`src/rtl/fd_pkg.sv`:
```
// fd_pkg: floppy ID-field constants, state encoding and the byte-wise CCITT CRC shared by both ends.
package fd_pkg;
  localparam logic [7:0] FD_SYNC_BYTE = 8'hA1;
  localparam logic [7:0] FD_IDAM = 8'hFE;
  localparam logic [7:0] FD_PREAMBLE_BYTE = 8'h00;
  localparam logic [15:0] FD_CRC_INIT = 16'hFFFF;
  localparam logic [3:0] ST_IDLE = 4'd0;
  localparam logic [3:0] ST_PREAMBLE = 4'd1;
  localparam logic [3:0] ST_SYNC = 4'd2;
  localparam logic [3:0] ST_MARK = 4'd3;
  localparam logic [3:0] ST_TRACK = 4'd4;
  localparam logic [3:0] ST_SIDE = 4'd5;
  localparam logic [3:0] ST_SECTOR = 4'd6;
  localparam logic [3:0] ST_SIZE = 4'd7;
  localparam logic [3:0] ST_CRC_HI = 4'd8;
  localparam logic [3:0] ST_CRC_LO = 4'd9;
  typedef enum logic [3:0] {
    IDLE = ST_IDLE,
    PREAMBLE = ST_PREAMBLE,
    SYNC = ST_SYNC,
    MARK = ST_MARK,
    TRACK = ST_TRACK,
    SIDE = ST_SIDE,
    SECTOR = ST_SECTOR,
    SIZE = ST_SIZE,
    CRC_HI = ST_CRC_HI,
    CRC_LO = ST_CRC_LO
  } state_t;
  // Table-free byte step of CRC-16/CCITT (poly 1021, MSB first).
  function automatic logic [15:0] crc(input logic [15:0] c, input logic [7:0] b);
    logic [7:0] x;
    x = c[15:8] ^ b;
    x = x ^ (x >> 4);
    return {c[7:0], 8'h00} ^ {x[3:0], 12'h000} ^ {3'b000, x, 5'b00000} ^ {8'h00, x};
  endfunction
endpackage

```
`src/rtl/sector_header_writer_if.sv`:
```
// sector_header_writer_if: byte stream from the ID-field writer to the MFM encoder.
interface sector_header_writer_if;
  logic [7:0] o_Data;
  logic o_Valid;
  logic o_Sync;
  logic i_Ready;
  modport master(output o_Data, output o_Valid, output o_Sync, input i_Ready);
  modport slave(input o_Data, input o_Valid, input o_Sync, output i_Ready);
endinterface

```
`src/rtl/sector_header_writer.sv`:
```
// sector_header_writer: emits one MFM ID field (preamble, A1 x3, FE, fields, CRC) per start request.
module sector_header_writer
  import fd_pkg::*;
#(
  parameter int PREAMBLE_LEN = 12
) (
  input  logic                   i_Clk,
  input  logic                   i_Reset_n,
  input  logic                   i_Start,
  input  logic [7:0]             i_Track,
  input  logic [7:0]             i_Side,
  input  logic [7:0]             i_Sector,
  input  logic [7:0]             i_SectorSize,
  sector_header_writer_if.master bus,
  output logic                   o_Busy,
  output logic                   o_Done,
  output logic [15:0]            o_CRC
);
  localparam logic [7:0] PRE_LAST = 8'(PREAMBLE_LEN - 1);
  state_t state, nxt;
  logic [7:0] cnt, track, side, sector, size, data;
  logic [1:0] sync_cnt;
  logic [15:0] crc_q;
  logic accept;
  assign bus.o_Valid = state != IDLE;
  assign bus.o_Sync = state == SYNC;
  assign bus.o_Data = data;
  assign o_Busy = state != IDLE;
  assign o_CRC = crc_q;
  assign accept = bus.o_Valid & bus.i_Ready;
  always_comb begin
    nxt = state;
    case (state)
      IDLE:     nxt = i_Start ? (PREAMBLE_LEN == 0 ? SYNC : PREAMBLE) : IDLE;
      PREAMBLE: nxt = accept && cnt == PRE_LAST ? SYNC : PREAMBLE;
      SYNC:     nxt = accept && sync_cnt == 2'd2 ? MARK : SYNC;
      MARK:     nxt = accept ? TRACK : MARK;
      TRACK:    nxt = accept ? SIDE : TRACK;
      SIDE:     nxt = accept ? SECTOR : SIDE;
      SECTOR:   nxt = accept ? SIZE : SECTOR;
      SIZE:     nxt = accept ? CRC_HI : SIZE;
      CRC_HI:   nxt = accept ? CRC_LO : CRC_HI;
      CRC_LO:   nxt = accept ? IDLE : CRC_LO;
      default:  nxt = IDLE;
    endcase
  end
  always_comb begin
    data = 8'h00;
    case (state)
      PREAMBLE: data = FD_PREAMBLE_BYTE;
      SYNC:     data = FD_SYNC_BYTE;
      MARK:     data = FD_IDAM;
      TRACK:    data = track;
      SIDE:     data = side;
      SECTOR:   data = sector;
      SIZE:     data = size;
      CRC_HI:   data = crc_q[15:8];
      CRC_LO:   data = crc_q[7:0];
      default:  data = 8'h00;
    endcase
  end
  always_ff @(posedge i_Clk or negedge i_Reset_n)
    if (!i_Reset_n) state <= IDLE;
    else state <= nxt;
  always_ff @(posedge i_Clk or negedge i_Reset_n)
    if (!i_Reset_n) begin
      cnt <= 8'h00;
      sync_cnt <= 2'd0;
      crc_q <= FD_CRC_INIT;
      track <= 8'h00;
      side <= 8'h00;
      sector <= 8'h00;
      size <= 8'h00;
      o_Done <= 1'b0;
    end else begin
      o_Done <= accept && state == CRC_LO;
      if (state == IDLE && i_Start) begin
        track <= i_Track;
        side <= i_Side;
        sector <= i_Sector;
        size <= i_SectorSize;
        crc_q <= FD_CRC_INIT;
        cnt <= 8'h00;
        sync_cnt <= 2'd0;
      end else if (accept) begin
        if (state == PREAMBLE) cnt <= cnt + 8'd1;
        if (state == SYNC) sync_cnt <= sync_cnt + 2'd1;
        // Preamble and CRC bytes stay out of the checksum.
        if (state >= SYNC && state <= SIZE) crc_q <= crc(crc_q, data);
      end
    end
endmodule
```
`src/flat_wrapper.sv`:
```
// flat-port wrapper written by rule: the top's interface ports become plain ports
module sector_header_writer_flat import fd_pkg::*;
#(
  parameter int PREAMBLE_LEN = 12
)
  (i_Clk, i_Reset_n, i_Start, i_Track, i_Side, i_Sector, i_SectorSize, o_Busy, o_Done, o_CRC, bus_o_Data, bus_o_Valid, bus_o_Sync, bus_i_Ready);
  sector_header_writer_if bus_i ();
  input  logic i_Clk;
  input  logic i_Reset_n;
  input  logic i_Start;
  input  logic [7:0] i_Track;
  input  logic [7:0] i_Side;
  input  logic [7:0] i_Sector;
  input  logic [7:0] i_SectorSize;
  output logic o_Busy;
  output logic o_Done;
  output logic [15:0] o_CRC;
  output wire logic [$bits(bus_i.o_Data)-1:0] bus_o_Data;
  output wire logic [$bits(bus_i.o_Valid)-1:0] bus_o_Valid;
  output wire logic [$bits(bus_i.o_Sync)-1:0] bus_o_Sync;
  input wire logic [$bits(bus_i.i_Ready)-1:0] bus_i_Ready;
  assign bus_o_Data = bus_i.o_Data;
  assign bus_o_Valid = bus_i.o_Valid;
  assign bus_o_Sync = bus_i.o_Sync;
  assign bus_i.i_Ready = bus_i_Ready;
  sector_header_writer #(.PREAMBLE_LEN(PREAMBLE_LEN)) u_core (.i_Clk(i_Clk), .i_Reset_n(i_Reset_n), .i_Start(i_Start), .i_Track(i_Track), .i_Side(i_Side), .i_Sector(i_Sector), .i_SectorSize(i_SectorSize), .bus(bus_i), .o_Busy(o_Busy), .o_Done(o_Done), .o_CRC(o_CRC));
endmodule
```
`config.mk`:
```
export PLATFORM = sky130hd
export DESIGN_NAME = sector_header_writer_flat
export DESIGN_NICKNAME = d
export VERILOG_FILES = /design/src/rtl/fd_pkg.sv /design/src/rtl/sector_header_writer_if.sv /design/src/rtl/sector_header_writer.sv /design/src/flat_wrapper.sv
export SDC_FILE = /design/constraint.sdc
export NUM_CORES = 1
export LEC_CHECK = 0
export CORE_UTILIZATION = 35
export DETAILED_ROUTE_END_ITERATION = 10
export HOLD_SLACK_MARGIN = 0.15
export PLACE_DENSITY_LB_ADDON = 0.25
export SKIP_CTS_REPAIR_TIMING = 1
export SLEW_MARGIN = 30
export SYNTH_ARGS = -nofsm -noshare
export SYNTH_HDL_FRONTEND = slang
export SYNTH_SLANG_ARGS = --single-unit
```
`constraint.sdc`:
```
create_clock -name i_Clk -period 2.6 [get_ports i_Clk]
set_clock_uncertainty 0.05 [all_clocks]
set_input_delay 0.52 -clock i_Clk [delete_from_list [all_inputs] [get_ports i_Clk]]
set_output_delay 0.52 -clock i_Clk [all_outputs]
set_load 0.01 [all_outputs]
```
After elaboration in Yosys (flattened, before gate mapping). Index checks and enable logic that the tools add are counted.

Memories kept: 0. Bits in writable memories: 0. Bits in latches: 0. Flip-flop bits (word level): 63. Word-level logic and storage cells: 65. Bits in read-only memories: 0.

Eq/ne operators: 11. Reduce and logical (&&, ||, !) cells: 14. $add $sub $neg: 2. Div/mod/pow operators: 0. Multiply operators: 0. Multiplexer cells: 21. Bitwise operators: 6. Shift operators: 0. $lt $le $gt $ge: 2.

Operators by type and width (count): 8-bit case mux with 8 select lines (1); 16-bit 2-to-1 mux (3); 4-bit case mux with 10 select lines (1); 8-bit 2-to-1 mux (3); 4-bit by 3-bit == test with 1-bit output, second input constant (4); 16-bit by 13-bit bitwise XOR with 16-bit output (1); 16-bit bitwise XOR (1); 16-bit by 8-bit bitwise XOR with 16-bit output (1); 2-bit 2-to-1 mux (5); 8-bit by 1-bit adder with 8-bit output, second input constant (1); 4-bit by 2-bit == test with 1-bit output, second input constant (2); 4-bit == test, second input constant (2); 8-bit by 4-bit == test with 1-bit output, second input constant (1); 4-bit 2-to-1 mux (2); 2-bit nonzero test (4); 8-bit by 4-bit bitwise XOR with 8-bit output (1); 8-bit bitwise XOR (1); 2-bit AND reduction (3); 1-bit logical AND (5); 1-bit 2-to-1 mux (5); 4-bit by 1-bit == test with 1-bit output, second input constant (1); 4-bit by 2-bit greater-or-equal comparator with 1-bit output, second input constant (1); 4-bit by 3-bit less-or-equal comparator with 1-bit output, second input constant (1); 4-bit zero test (1); 5 further kinds (5).

Longest topological paths before layout.
Depth in word-level cells: 10. Gate-level depth with buffers: 10.

Least setup slack after synthesis. Ideal clock, no wire load.

Path type: reg-to-reg. Start: reg u_core.state[0]. End: reg u_core.crc_q[12] (netlist: u_core.o_CRC[12]). Slack: 0.370 ns. Required time: 2.462 ns. Arrival time: 2.092 ns. Clock period less this slack: 2.230 ns. Cell stages (with the launch flop): 8. Cell sequence: dfrtp_1 -> mux2i_1 -> a21oi_2 -> or4_4 -> a211oi_1 -> o2111ai_1 -> nand3_1 -> or3b_1.

Cells in the longest elaborated chain, start to end: 10.

Ends and longest elaborated chain: start, declared (line sector_header_writer.sv:20) `state_t state, nxt;`; start signal, assigned (line sector_header_writer.sv:64) `else state <= nxt;`; 4-bit == test (tied with other cells) (line sector_header_writer.sv:49) `case (state)`; 8-bit case mux with 8 select lines (line sector_header_writer.sv:49); 8-bit bitwise XOR (line fd_pkg.sv:32) `x = c[15:8] ^ b;`; 8-bit by 4-bit bitwise XOR with 8-bit output (line fd_pkg.sv:33) `x = x ^ (x >> 4);`; 16-bit bitwise XOR (line fd_pkg.sv:34) `return {c[7:0], 8'h00} ^ {x[3:0], 12'h000} ^ {3'b000, x, 5'b00000} ^ {8'h00, x};`; 16-bit by 13-bit bitwise XOR with 16-bit output (line fd_pkg.sv:34); 16-bit by 8-bit bitwise XOR with 16-bit output (line fd_pkg.sv:34); 16-bit 2-to-1 mux (line sector_header_writer.sv:89) `if (state >= SYNC && state <= SIZE) crc_q <= crc(crc_q, data);`; 16-bit 2-to-1 mux (line sector_header_writer.sv:85) `end else if (accept) begin`; 16-bit 2-to-1 mux (line sector_header_writer.sv:77) `if (state == IDLE && i_Start) begin`; end signal, assigned (line sector_header_writer.sv:89); end, declared (line sector_header_writer.sv:23) `logic [15:0] crc_q;`.

Parallel ways exist; a longest one is shown, timed or not. The select of a mux whose other input is x is not followed. A chain may end at the register's enable or synchronous reset.

Final worst setup path.
Start: reg u_core.state[0]. End: out bus_o_Data[0].

Cells in the longest elaborated chain, start to end: 2.

Ends and longest elaborated chain: 4-bit == test (tied with other cells) (line sector_header_writer.sv:49); 8-bit case mux with 8 select lines * (line sector_header_writer.sv:49); end, declared (line flat_wrapper.sv:18) `output wire logic [$bits(bus_i.o_Data)-1:0] bus_o_Data;`.

Every way passes the cells marked *; elsewhere a longest branch is shown, timed or not.

==> flow_summary.ini <==
[yosys]
ys_seq_elements = 63
yosysUniqueCellTypes = 73
yosys_warnings = 0
syn_inst = 412
yosysSeqAreaShare_pct = 43.4
yosys.area.top_type = dfrtp_1
synth-async-reset-ratio_pct = 100
synth_area_sq_um = 3680
synth-edff-count = 0
synth.top_cell.area_share_pct = 32.0
synth_flop_cell = dfrtp_1
synth_fp_nets = 450
synth_area_per_cell_sq_um = 8.93
synthTopCellsByArea = dfrtp_1 (32%), nand2_1 (12%), dfstp_2 (11%)

[critical_path]
cp-end-kind = output port
critPathRequiredTime_ns = 2.03
worstPathArrival_ns = 2.23
crit_path_max_fanout = 8
criticalPathCategory = flip-flop to output port
cp-start-kind = flip-flop

[floorplanning]
initial_core_util_pct = 35.8
coreArea_sq_um = 10300
num_rows = 37
dieArea_sq_um = 10900
fp.dieH_um = 105
die_w_um = 105
pin_count = 64

[cts]
clk_latency_ns = 0.34
htree_num_levels = 3
cts.sinks = 63
clockBufferDepth = 2
clock-root-buffer = clkbuf_8
clk_pin_slew_ns = 0.07
cts_tree = done
cts-buffers-inserted = 9

[cells_and_area]
register_area_sq_um = 1600
final_util_pct = 49.0
syn_to_final_growth_pct = 37.1
final_cell_area_sq_um = 5040
fin_nets = 548
drive_gt1_share_pct = 23.1
diodes = 0
fin_cells = 651
fill_cells = 1004
multi_input_comb_area_sq_um = 1980

[sta]
setup_ws_ns = -0.201
setup_viol = 1
worstMarginPinSlew_ns = 0.658
max_freq_mhz = 357
rsz0062_at_grt = yes
final_hold_viol_count = 0
setup_tns_ns = -0.201
slew_headroom_pct = 56.1
finalMaxSlewViolations = 0
period_share_pct = 108
min_period_ns = 2.80

[global_route]
track_usage_pct = 17.6
grt_pass1_vias = 3110
grt.overflow.total = 0
antenna_found_initial = 0
grt_max_degree = 38
grt_pass1_wl_um = 15300

[flow_run]
maxCapViolCount = 0

[routing]
drc = 0
postRouteAntennaNets = 0
drt_iter0_drc = 128
wire_per_inst_um = 14.5
vias = 3192
drt-pass1-iter-count = 4
viasPerCell = 4.90
wl_um = 9470

[min_path]
worstHoldPathType = input pin to asynchronous set/reset pin

[power_and_ir_drop]
static-leakage-power_nw = 2.34
p_seq_share_pct = 27.3
powerDensity_nw_per_um2 = 1410
internal_power_w = 0.00425
p_switching_w = 0.00286
switching_share_pct = 40.2
p_clk_share_pct = 12.5
combPwrFrac_pct = 60.2
ir_drop_v = 0.000583

[place]
finalWeightedCongestion = 0.839
hpwl_um = 7090
portBuffers = 63
dp.cells = 624
place_area_sq_um = 4630

[outcome]
status = complete, but fails checks
failed_checks = negative setup slack
## cells in the final DEF (no fill, tap or decap), types with 3 or more instances in the layout
| master | n |
|---|---|
| and3_1 | 3 |
| buf_4 | 45 |
| nor2_1 | 20 |
| nand3b_1 | 8 |
| clkbuf_8 | 12 |
| mux2i_1 | 7 |
| a21oi_2 | 3 |
| nor2b_1 | 5 |
| xor2_1 | 11 |
| xnor2_1 | 13 |
| o21ai_0 | 11 |
| nor3_1 | 9 |
| dfrtp_1 | 44 |
| or3b_1 | 3 |
| a21oi_1 | 19 |
| dfrtp_2 | 3 |
| nand2_1 | 117 |
| inv_1 | 6 |
| a211oi_2 | 3 |
| nand3_1 | 12 |
| clkdlybuf4s50_1 | 55 |
| nand2b_1 | 3 |
| dfstp_2 | 16 |
| mux2i_2 | 3 |
| dlymetal6s2s_1 | 7 |
| buf_6 | 5 |
| o22a_1 | 3 |
## registers in the layout, summed over array words and instances, names as in the netlist, 2 cells and up
| signal | flops |
|---|---|
| u_core.cnt | 8 |
| u_core.track | 8 |
| u_core.state | 4 |
| u_core.size | 8 |
| u_core.o_CRC | 16 |
| u_core.sector | 8 |
| u_core.sync_cnt | 2 |
| u_core.side | 8 |
## worst max-delay path, cell delays in order, from the launching register on
cell             delay, ns
dfrtp_2               0.46
buf_4                 0.19
or2b_2                0.30
o32ai_2               0.18
or3_1                 0.20
clkdlybuf4s50_1       0.55
## logic make-up after synthesis
logic type / synth area share (%)
buf+inv: 4.87
flops: 43.4
simple gates: 27.5
mux: 3.44
xor+xnor: 6.33
fa+ha+maj: 0.680
compound gates: 13.8
## power groups by stage
stage                     clock network (W)  registers (W)  logic [W]
after floorplan                           0        0.00183    0.00259
after global placement                    0        0.00194    0.00390
after detailed placement                  0        0.00195    0.00398
after CTS                          0.000913        0.00193    0.00400
after global routing               0.000948        0.00200    0.00470
final                              0.000890        0.00194    0.00428
## final cells by class
| class | count | area share [%] |
|---|---|---|
| Timing Repair Buffer | 114 | 21.0 |
| Tap cell | 136 | 3.38 |
| Multi-Input combinational cell | 315 | 39.2 |
| Clock inverter | 3 | 0.794 |
| Sequential cell | 63 | 31.8 |
| Inverter | 7 | 0.521 |
| Clock buffer | 13 | 3.35 |
## cell usage after synthesis (3+ instances only)
library cell,count
o21ai_0,11
and3_1,4
buf_4,4
or3b_1,3
and3b_1,3
o22a_1,3
nor3_1,10
a21oi_1,20
dfrtp_1,47
nand2_1,118
nor2_1,21
a221oi_1,3
clkbuf_1,14
buf_2,5
buf_6,4
mux2i_1,9
nand3b_1,8
xor2_1,11
inv_1,6
nor2b_1,5
dfstp_2,16
nand2b_1,4
xnor2_1,13
nand3_1,12
## final timing paths
check                                  from                to  slack (ns)  cells after the start
hold reg to reg            u_core.sector[6]  u_core.sector[6]        0.43                      2
max in group asynchronous         i_Reset_n   u_core.o_CRC[5]        1.66                      2
hold / removal                    i_Reset_n    u_core.side[0]        0.15                      1
setup reg to reg            u_core.state[0]  u_core.o_CRC[12]        0.11                      9
min in group i_Clk         u_core.sector[6]  u_core.sector[6]        0.43                      2
setup / recovery            u_core.state[0]     bus_o_Data[0]       -0.20                      5
## metal layers
metal	vias up	routed length [um]	track usage, %
li1	1614	-	-
met1	1504	4580	23.9
met2	66	4410	28.5
met3	8	389	3.01
met4	0	89	5.82
met5	-	0	0
## metrics by stage
stage | hold WS [ns] | worst slack, ns | power [W]
finish | 0.154 | -0.201 | 0.00712
global route | 0.192 | -0.287 | 0.00765
CTS | 0.166 | -0.410 | 0.00685
detailed placement | 0.414 | -0.0525 | 0.00593
global placement | 0.409 | 0.0158 | 0.00584
floorplan | 0.174 | 0.370 | 0.00442
Note: power is estimated with default switching activity, not from simulation.
